===== config.mk =====
export PLATFORM = sky130hd
export DESIGN_NAME = cdb_arbiter
export DESIGN_NICKNAME = d
export VERILOG_FILES = /design/src/rtl/cdb_arbiter.sv
export SDC_FILE = /design/constraint.sdc
export NUM_CORES = 1
export LEC_CHECK = 0
export BUFFER_PORTS_ARGS = -buffer_cell sky130_fd_sc_hd__clkbuf_2
export CAP_MARGIN = 20
export CORE_ASPECT_RATIO = 1.75
export CORE_MARGIN = 5
export CORE_UTILIZATION = 58
export DETAILED_ROUTE_END_ITERATION = 10
export PLACE_DENSITY_LB_ADDON = 0.25
export SETUP_SLACK_MARGIN = 0.4
export SYNTH_ARGS = -nofsm -noshare
export SYNTH_HDL_FRONTEND = slang
export SYNTH_SLANG_ARGS = --single-unit

===== constraint.sdc =====
create_clock -name clk -period 7 [get_ports clk]
set_input_delay 1.05 -clock clk [delete_from_list [all_inputs] [get_ports clk]]
set_output_delay 1.05 -clock clk [all_outputs]
set_load 0.05 [all_outputs]

===== src/rtl/cdb_arbiter.sv =====
// Common data bus arbiter: one holding slot per FU, one registered broadcast per cycle.
// Optional macro CDB_AGE_PRIO_EN selects oldest-ROB-entry-first instead of round-robin.
module cdb_arbiter #(
  parameter int NUM_FU     = 4,
  parameter int PHYS_WIDTH = 6,
  parameter int DATA_WIDTH = 32,
  parameter int ROB_WIDTH  = 4
) (
  input  logic                                 clk,
  input  logic                                 rst,
  input  logic                                 br_flush,
  input  logic [NUM_FU-1:0]                    fu_valid,
  output logic [NUM_FU-1:0]                    fu_ready,
  input  logic [NUM_FU-1:0][PHYS_WIDTH-1:0]    fu_pd,
  input  logic [NUM_FU-1:0][DATA_WIDTH-1:0]    fu_data,
  input  logic [NUM_FU-1:0][ROB_WIDTH-1:0]     fu_rob_idx,
  input  logic [ROB_WIDTH-1:0]                 rob_head,
  output logic                                 cdb_valid,
  output logic [PHYS_WIDTH-1:0]                cdb_pd,
  output logic [DATA_WIDTH-1:0]                cdb_data,
  output logic [ROB_WIDTH-1:0]                 cdb_rob_idx,
  output logic [$clog2(NUM_FU)-1:0]            cdb_src
);

  localparam int SRC_W = $clog2(NUM_FU);

  logic [NUM_FU-1:0]     hold_valid;
  logic [NUM_FU-1:0]     hold_next;
  logic [PHYS_WIDTH-1:0] hold_pd   [NUM_FU];
  logic [DATA_WIDTH-1:0] hold_data [NUM_FU];
  logic [ROB_WIDTH-1:0]  hold_rob  [NUM_FU];

  logic [SRC_W-1:0]      rr_ptr;
  logic [SRC_W-1:0]      rr_next;
  logic [SRC_W-1:0]      grant_idx;
  logic                  grant_any;
  logic [NUM_FU-1:0]     grant;
  logic [NUM_FU-1:0]     accept;

`ifdef CDB_AGE_PRIO_EN
  logic [ROB_WIDTH-1:0]  best_age;
  logic [ROB_WIDTH-1:0]  age;

  // Age is distance from the ROB head with wrap; ties keep the lowest index.
  always_comb begin
    grant_any = 1'b0;
    grant_idx = '0;
    best_age  = '0;
    age       = '0;
    for (int i = 0; i < NUM_FU; i++) begin
      age = hold_rob[i] - rob_head;
      if (hold_valid[i] && (!grant_any || age < best_age)) begin
        grant_any = 1'b1;
        best_age  = age;
        grant_idx = SRC_W'(i);
      end
    end
  end
`else
  logic [SRC_W-1:0]      scan_idx;
  logic                  unused_rob_head;

  assign unused_rob_head = ^rob_head;

  always_comb begin
    grant_any = 1'b0;
    grant_idx = '0;
    scan_idx  = '0;
    for (int j = 0; j < NUM_FU; j++) begin
      scan_idx = SRC_W'((int'(rr_ptr) + j) % NUM_FU);
      if (!grant_any && hold_valid[scan_idx]) begin
        grant_any = 1'b1;
        grant_idx = scan_idx;
      end
    end
  end
`endif

  always_comb begin
    grant = '0;
    if (grant_any) grant[grant_idx] = 1'b1;
  end

  assign fu_ready = ~hold_valid | grant;
  assign accept   = fu_valid & fu_ready;
  assign rr_next  = (grant_idx == SRC_W'(NUM_FU - 1)) ? '0 : grant_idx + 1'b1;

  // A granted slot refilled in the same cycle stays valid with the new result.
  always_comb begin
    hold_next = hold_valid;
    for (int i = 0; i < NUM_FU; i++) begin
      if (accept[i])     hold_next[i] = 1'b1;
      else if (grant[i]) hold_next[i] = 1'b0;
    end
  end

  always_ff @(posedge clk or negedge rst) begin
    if (!rst) begin
      hold_valid  <= '0;
      rr_ptr      <= '0;
      cdb_valid   <= 1'b0;
      cdb_pd      <= '0;
      cdb_data    <= '0;
      cdb_rob_idx <= '0;
      cdb_src     <= '0;
    end else if (br_flush) begin
      hold_valid <= '0;
      cdb_valid  <= 1'b0;
    end else begin
      hold_valid <= hold_next;
      cdb_valid  <= grant_any;
      if (grant_any) begin
        cdb_pd      <= hold_pd[grant_idx];
        cdb_data    <= hold_data[grant_idx];
        cdb_rob_idx <= hold_rob[grant_idx];
        cdb_src     <= grant_idx;
        rr_ptr      <= rr_next;
      end
    end
  end

  always_ff @(posedge clk or negedge rst) begin
    if (!rst) begin
      for (int i = 0; i < NUM_FU; i++) begin
        hold_pd[i]   <= '0;
        hold_data[i] <= '0;
        hold_rob[i]  <= '0;
      end
    end else begin
      for (int i = 0; i < NUM_FU; i++) begin
        if (accept[i] && !br_flush) begin
          hold_pd[i]   <= fu_pd[i];
          hold_data[i] <= fu_data[i];
          hold_rob[i]  <= fu_rob_idx[i];
        end
      end
    end
  end

endmodule

==> impl_results.md, run 1 <==
- Per-cell routed wire length: 21.8 um
- Final antenna-violating net count: 0
- Crit path time final: 3470 ps
- Post-DP HPWL: 15800 um
- TritonCTS Buffers: 20
- Initial DRT Pass Iterations: 4
- Buffers on Ports: 223
- Clock Tree Buf Depth: 3
- Post-CTS Repair Setup Buffers: 0
- Footprint of the multi-input gates: 3730 um^2
- Antenna violations before repair: 1
- CP Class: register to primary output
- Ys Warns: 0
- Die height: 179 um
- Area grow syn2layout: 19.2%
- Post-synth net total: 829
- Clock Sinks: 219
- Register area share after synthesis: 57.6%
- Worst-Margin Slew: 1090 ps
- CP max FO: 11
- Synthesis-stage register bit count: 219
- Setup crit start: rr_ptr[1]$_DFFE_PN0P_
- Die area: 19200 um^2
- CTS tree: done
- VDD IR max: 0.235 mV
- Register area: 5480 um^2
- Most frequent cells in the layout: 222 x clkbuf_2, 219 x dfrtp_1, 127 x mux2_2
- Crit path DAT: 2420 ps
- Overflow after GRT: 0
- Skew-Pair Late Insertion Delay: 480 ps
- R2r startpoint: hold_valid[3]$_DFFE_PN0P_
- Fin crit share: 49.6%
- Skew final: 5.82 ps
- Placer Congestion: 0.800
- Vias in the first global route: 7064
- Number of flops mapped to enable cells by yosys: 0
- Startpoint type of the worst setup path: register
- Max Cap Viol: 0
- Setup_tns: 0 ps
- Overall global routing resource usage: 24.5%
- Mapped Avg Cell Area: 14.7 um^2
- # setup viols final: 0
- Largest net degree at the start of global routing: 85
- Post-CTS Hold Buffers: 0
- Flop-to-flop setup slack: 4040 ps
- Status: finished clean
- Crit end category: primary output
- H-tree level count: 1
- Min-delay src: cdb_src[0]$_DFFE_PN0P_
- Via-per-instance ratio: 5.87
- Hold crit path type: register to register
- Total Wirelength: 23300 um
- Nets: 1044
- Initial core utilization: 58.4%
- Drt drc: 0
- Core Area: 16300 um^2
- Clk slew on worst S/H paths: 60 ps
- Mapped Cells: 649
- FFs w/ async S/R, synth: 100%
- Die W: 107 um
- Rows: 62
- Fmax: 0.288 GHz
- I/O pin cnt: 228
- Top FF cell, synth: dfrtp_1
- WP data required: 5950 ps
- Power consumption: 4.11 mW
- Cell Area, Synth: 9510 um^2
- RSZ-0062 raised after global routing: false
- Final Hold Vio Count: 0
- Fill cell count: 1200
- Share of cells above drive strength 1: 50.2%
- Synth cell types: 34
- Root buffer cell: clkbuf_16
- Initial DRC count: 287
- Lkg Pwr: 5.71 nW
- PwrDens: 363 nW/um^2
- Max-slew violations: 0
- Slew Limit Headroom: 27.4%
- Post-CTS sizing: 0
- First-pass GRT wire length: 36700 um
- Vias: 6291
- Commonest non-fill, non-tap cell in the layout: clkbuf_2
[worst max-delay path, cell delays in order, from the launching register on]
cell and delay (ps):
dfrtp_1 550, nand2b_1 150, a21oi_1 60, a221o_1 320, ha_1 220, nor2b_1 290, inv_1 80, clkbuf_2 260
[synth_stat cells, types with 2 or more instances]
| master | instances | share of area [%] |
|---|---|---|
| o21ai_0 | 4 | 0.21 |
| a21oi_1 | 4 | 0.21 |
| nand3_1 | 2 | 0.11 |
| inv_1 | 6 | 0.24 |
| nor2_1 | 8 | 0.32 |
| buf_6 | 12 | 1.4 |
| buf_2 | 14 | 0.74 |
| buf_4 | 6 | 0.47 |
| o221ai_1 | 42 | 3.9 |
| buf_1 | 3 | 0.12 |
| nand2_1 | 48 | 1.9 |
| clkbuf_1 | 6 | 0.24 |
| mux2_4 | 40 | 6.3 |
| dfrtp_1 | 219 | 58 |
| inv_2 | 2 | 0.079 |
| mux2_2 | 127 | 15 |
| nor2b_1 | 4 | 0.26 |
| nand2b_1 | 2 | 0.13 |
| mux2i_1 | 85 | 8.9 |
[cell families after synthesis]
family | Yosys count | synth area share, %
AO/OA/AOI/OAI | 58 | 5.09
adder cells (fa/ha/maj) | 1 | 0.132
buffers and inverters | 49 | 3.30
flip-flops | 219 | 57.6
multiplexers | 253 | 30.4
AND/OR/NAND/NOR | 69 | 3.43
[layer usage]
layer | vias up | GRT usage [%] | routed length [um]
met5 | - | 0 | 0
met4 | 0 | 11.0 | 907
met3 | 61 | 4.16 | 1370
met2 | 237 | 44.2 | 12500
met1 | 3206 | 28.3 | 8530
li1 | 2787 | - | -
[final timing paths]
path | to | cells past startpoint
worst max register to register | cdb_rob_idx[1]$_DFFE_PN0P_ | 7
worst min-delay path | cdb_src[0]$_DFFE_PN0P_ | 2
max in group asynchronous | hold_data[86]$_DFFE_PN0P_ | 2
worst min register to register | cdb_src[0]$_DFFE_PN0P_ | 2
worst max-delay path | fu_ready[2] | 7
min in group asynchronous | hold_pd[22]$_DFFE_PN0P_ | 1
[final cells by class]
class,count,share of cell area [%]
antenna,3,0.0662
inverter,8,0.265
multi-input combinational,381,32.9
timing repair buffer,234,10.9
tap,192,2.12
clock inverter,5,0.464
clock buffer,29,4.99
sequential,219,48.3
[power by group]
part / leakage (nW) / internal (mW) / switching, mW
combinational: 2.80 / 0.495 / 0.795
clock: 0.300 / 0.598 / 0.449
sequential: 2.60 / 1.59 / 0.187
[flip-flops by register name, indices dropped and copies added (netlist names)]
name,cells
cdb_valid,1
hold_valid,4
cdb_rob_idx,4
hold_pd,24
rr_ptr,2
cdb_src,2
hold_data,128
cdb_pd,6
hold_rob,16
cdb_data,32
[metrics by stage]
stage / utilization (%) / hold slack, ps / area [um^2] / setup slack, ps / std cells
floorplan: - / 464 / 9510 / 4100 / 649
global placement: 65.5 / 468 / 10700 / 3930 / 1032
detailed placement: 65.5 / 470 / 10700 / 3880 / 1032
CTS: 69.3 / 488 / 11300 / 3520 / 1066
global route: 69.6 / 513 / 11300 / 3360 / 1069
finish: 69.6 / 491 / 11300 / 3530 / 1071
Note: power is estimated with default switching activity, not from simulation.
==> run 2: changes to the inputs <==
Settings changed: CORE_UTILIZATION 58 to 49.
Clock period 7 ns to 2.85 ns, I/O delays scaled along.
==> run 2 against run 1 <==
Worst setup slack got worse by 3100 ps. Sequential share of layout area decreased by 1.9 points. Register-to-register slack got worse by 3600 ps. Die area increased by 17%. Clock skew increased by 1.7 ps. Wire length increased by 4.3%. Hold slack got worse by 330 ps. Utilization decreased by 7.8 points. Final area increased by 4.2%. Clock power increased to 3.0 times the previous value. Clock-buffer cell count increased by 1. Critical path type unchanged.
==> impl_results.md, run 2 (same netlist as run 1, synthesis figures left out) <==
- Antenna violations before repair: 1
- Per-cell routed wire length: 21.4 um
- Via-per-instance ratio: 5.50
- I/O pin cnt: 228
- Clock Sinks: 219
- Status: finished clean
- Die W: 115 um
- Final antenna-violating net count: 0
- Number of flip-flops under the largest register name: 128
- Overall global routing resource usage: 21.9%
- WP data required: 2420 ps
- Core Area: 19100 um^2
- Drt drc: 0
- Hold slack: 165 ps
- Clock Tree Buf Depth: 3
- Initial DRT Pass Iterations: 4
- Fin crit share: 86.0%
- Clk slew on worst S/H paths: 70 ps
- Slew Limit Headroom: 54.2%
- CTS tree: done
- Fmax: 0.408 GHz
- Most frequent cells in the layout: 220 x clkbuf_2, 215 x dfrtp_1, 127 x mux2_2
- Share of cells above drive strength 1: 52.7%
- CP max FO: 4
- Overflow after GRT: 0
- Startpoint type of the worst setup path: register
- RSZ-0062 raised after global routing: true
- Max Cap Viol: 0
- H-tree level count: 1
- TritonCTS Buffers: 21
- Worst-Margin Slew: 686 ps
- Fin cells: 1136
- Nets: 1060
- Placer Congestion: 0.860
- Commonest non-fill, non-tap cell in the layout: clkbuf_2
- Crit path time final: 2450 ps
- Hold crit path type: input pin to register
- Initial core utilization: 49.8%
- Total Wirelength: 24400 um
- Leading registers by flop count: hold_data x128, cdb_data x32, hold_pd x24
- Cells after DPL: 1088
- Buffers on Ports: 223
- Crit end category: primary output
- # setup viols final: 0
- First-pass GRT wire length: 38700 um
- CP Class: register to primary output
- Final Hold Vio Count: 0
- PwrDens: 917 nW/um^2
- Root buffer cell: clkbuf_16
- Vias in the first global route: 7237
- Initial DRC count: 402
- Die area: 22400 um^2
- VDD IR max: 0.652 mV
- Max-slew violations: 0
- Largest net degree at the start of global routing: 86
- Skew final: 7.54 ps
- Post-DP HPWL: 16400 um
- Rows: 67
- Skew-Pair Late Insertion Delay: 490 ps
- Area grow syn2layout: 24.2%
- Lkg Pwr: 5.91 nW
- Die height: 194 um
- Largest register by flop count: hold_data
- Crit path DAT: 2020 ps
- Vias: 6246
- Setup_tns: 0 ps
run 2: final cells by class:
type,count,area [um^2]
Multi-Input combinational cell,381,3760
Inverter,8,30.0
Tap cell,241,302
Clock buffer,30,619
Antenna cell,1,2.50
Clock inverter,7,185
Sequential cell,219,5490
Fill cell,1492,7300
Timing Repair Buffer,249,1430
run 2: final timing paths:
kind,slack (ps),from,depth (start not counted),to
setup / recovery,400,hold_valid[2]$_DFFE_PN0P_,6,fu_ready[2]
hold / removal,170,fu_data[110],2,hold_data[14]$_DFFE_PN0P_
setup reg to reg,490,hold_valid[2]$_DFFE_PN0P_,7,cdb_pd[4]$_DFFE_PN0P_
hold reg to reg,490,cdb_data[6]$_DFFE_PN0P_,2,cdb_data[6]$_DFFE_PN0P_
max in group asynchronous,1560,rst,3,cdb_data[0]$_DFFE_PN0P_
min in group asynchronous,550,rst,2,hold_data[59]$_DFFE_PN0P_
run 2: where the power goes:
part	total [mW]	leakage, nW	switching, mW	internal [mW]
Clock	3.18	0.394	1.13	2.05
Combinational	3.28	2.92	1.99	1.29
Sequential	4.37	2.60	0.471	3.90
run 2: routing by layer:
layer | routed length [um] | vias up | GRT usage, %
li1 | - | 2805 | -
met1 | 9120 | 3159 | 26.2
met2 | 12700 | 219 | 38.6
met3 | 1440 | 63 | 3.89
met4 | 1050 | 0 | 8.49
met5 | 0 | - | 0
run 2: what timing repair did:
action / in CTS / in global routing
hold endpoints to repair: 34 / 0
resized for setup: 15 / 5
cloned: 0 / 0
hold buffers: 1 / 0
endpoints found under the setup margin: 43 / 44
setup buffers: 6 / 3
pin swaps: 2 / 0
run 2: per-stage QoR:
stage	total power, mW	util (%)	worst slack, ps	cell area [um^2]
5_1_grt	11.3	61.8	319	11800
3_5_place_dp	7.64	56.8	191	10900
2_1_floorplan	6.70	-	428	9510
6_report	10.8	61.8	398	11800
3_3_place_gp	7.49	56.8	330	10900
4_1_cts	10.9	61.6	395	11800
run 2: critical path: stages (launching register included):
cell and delay (ps):
dfrtp_2 450, nor2b_4 150, a221o_1 350, ha_2 200, nor2b_4 170, inv_2 60, buf_8 150
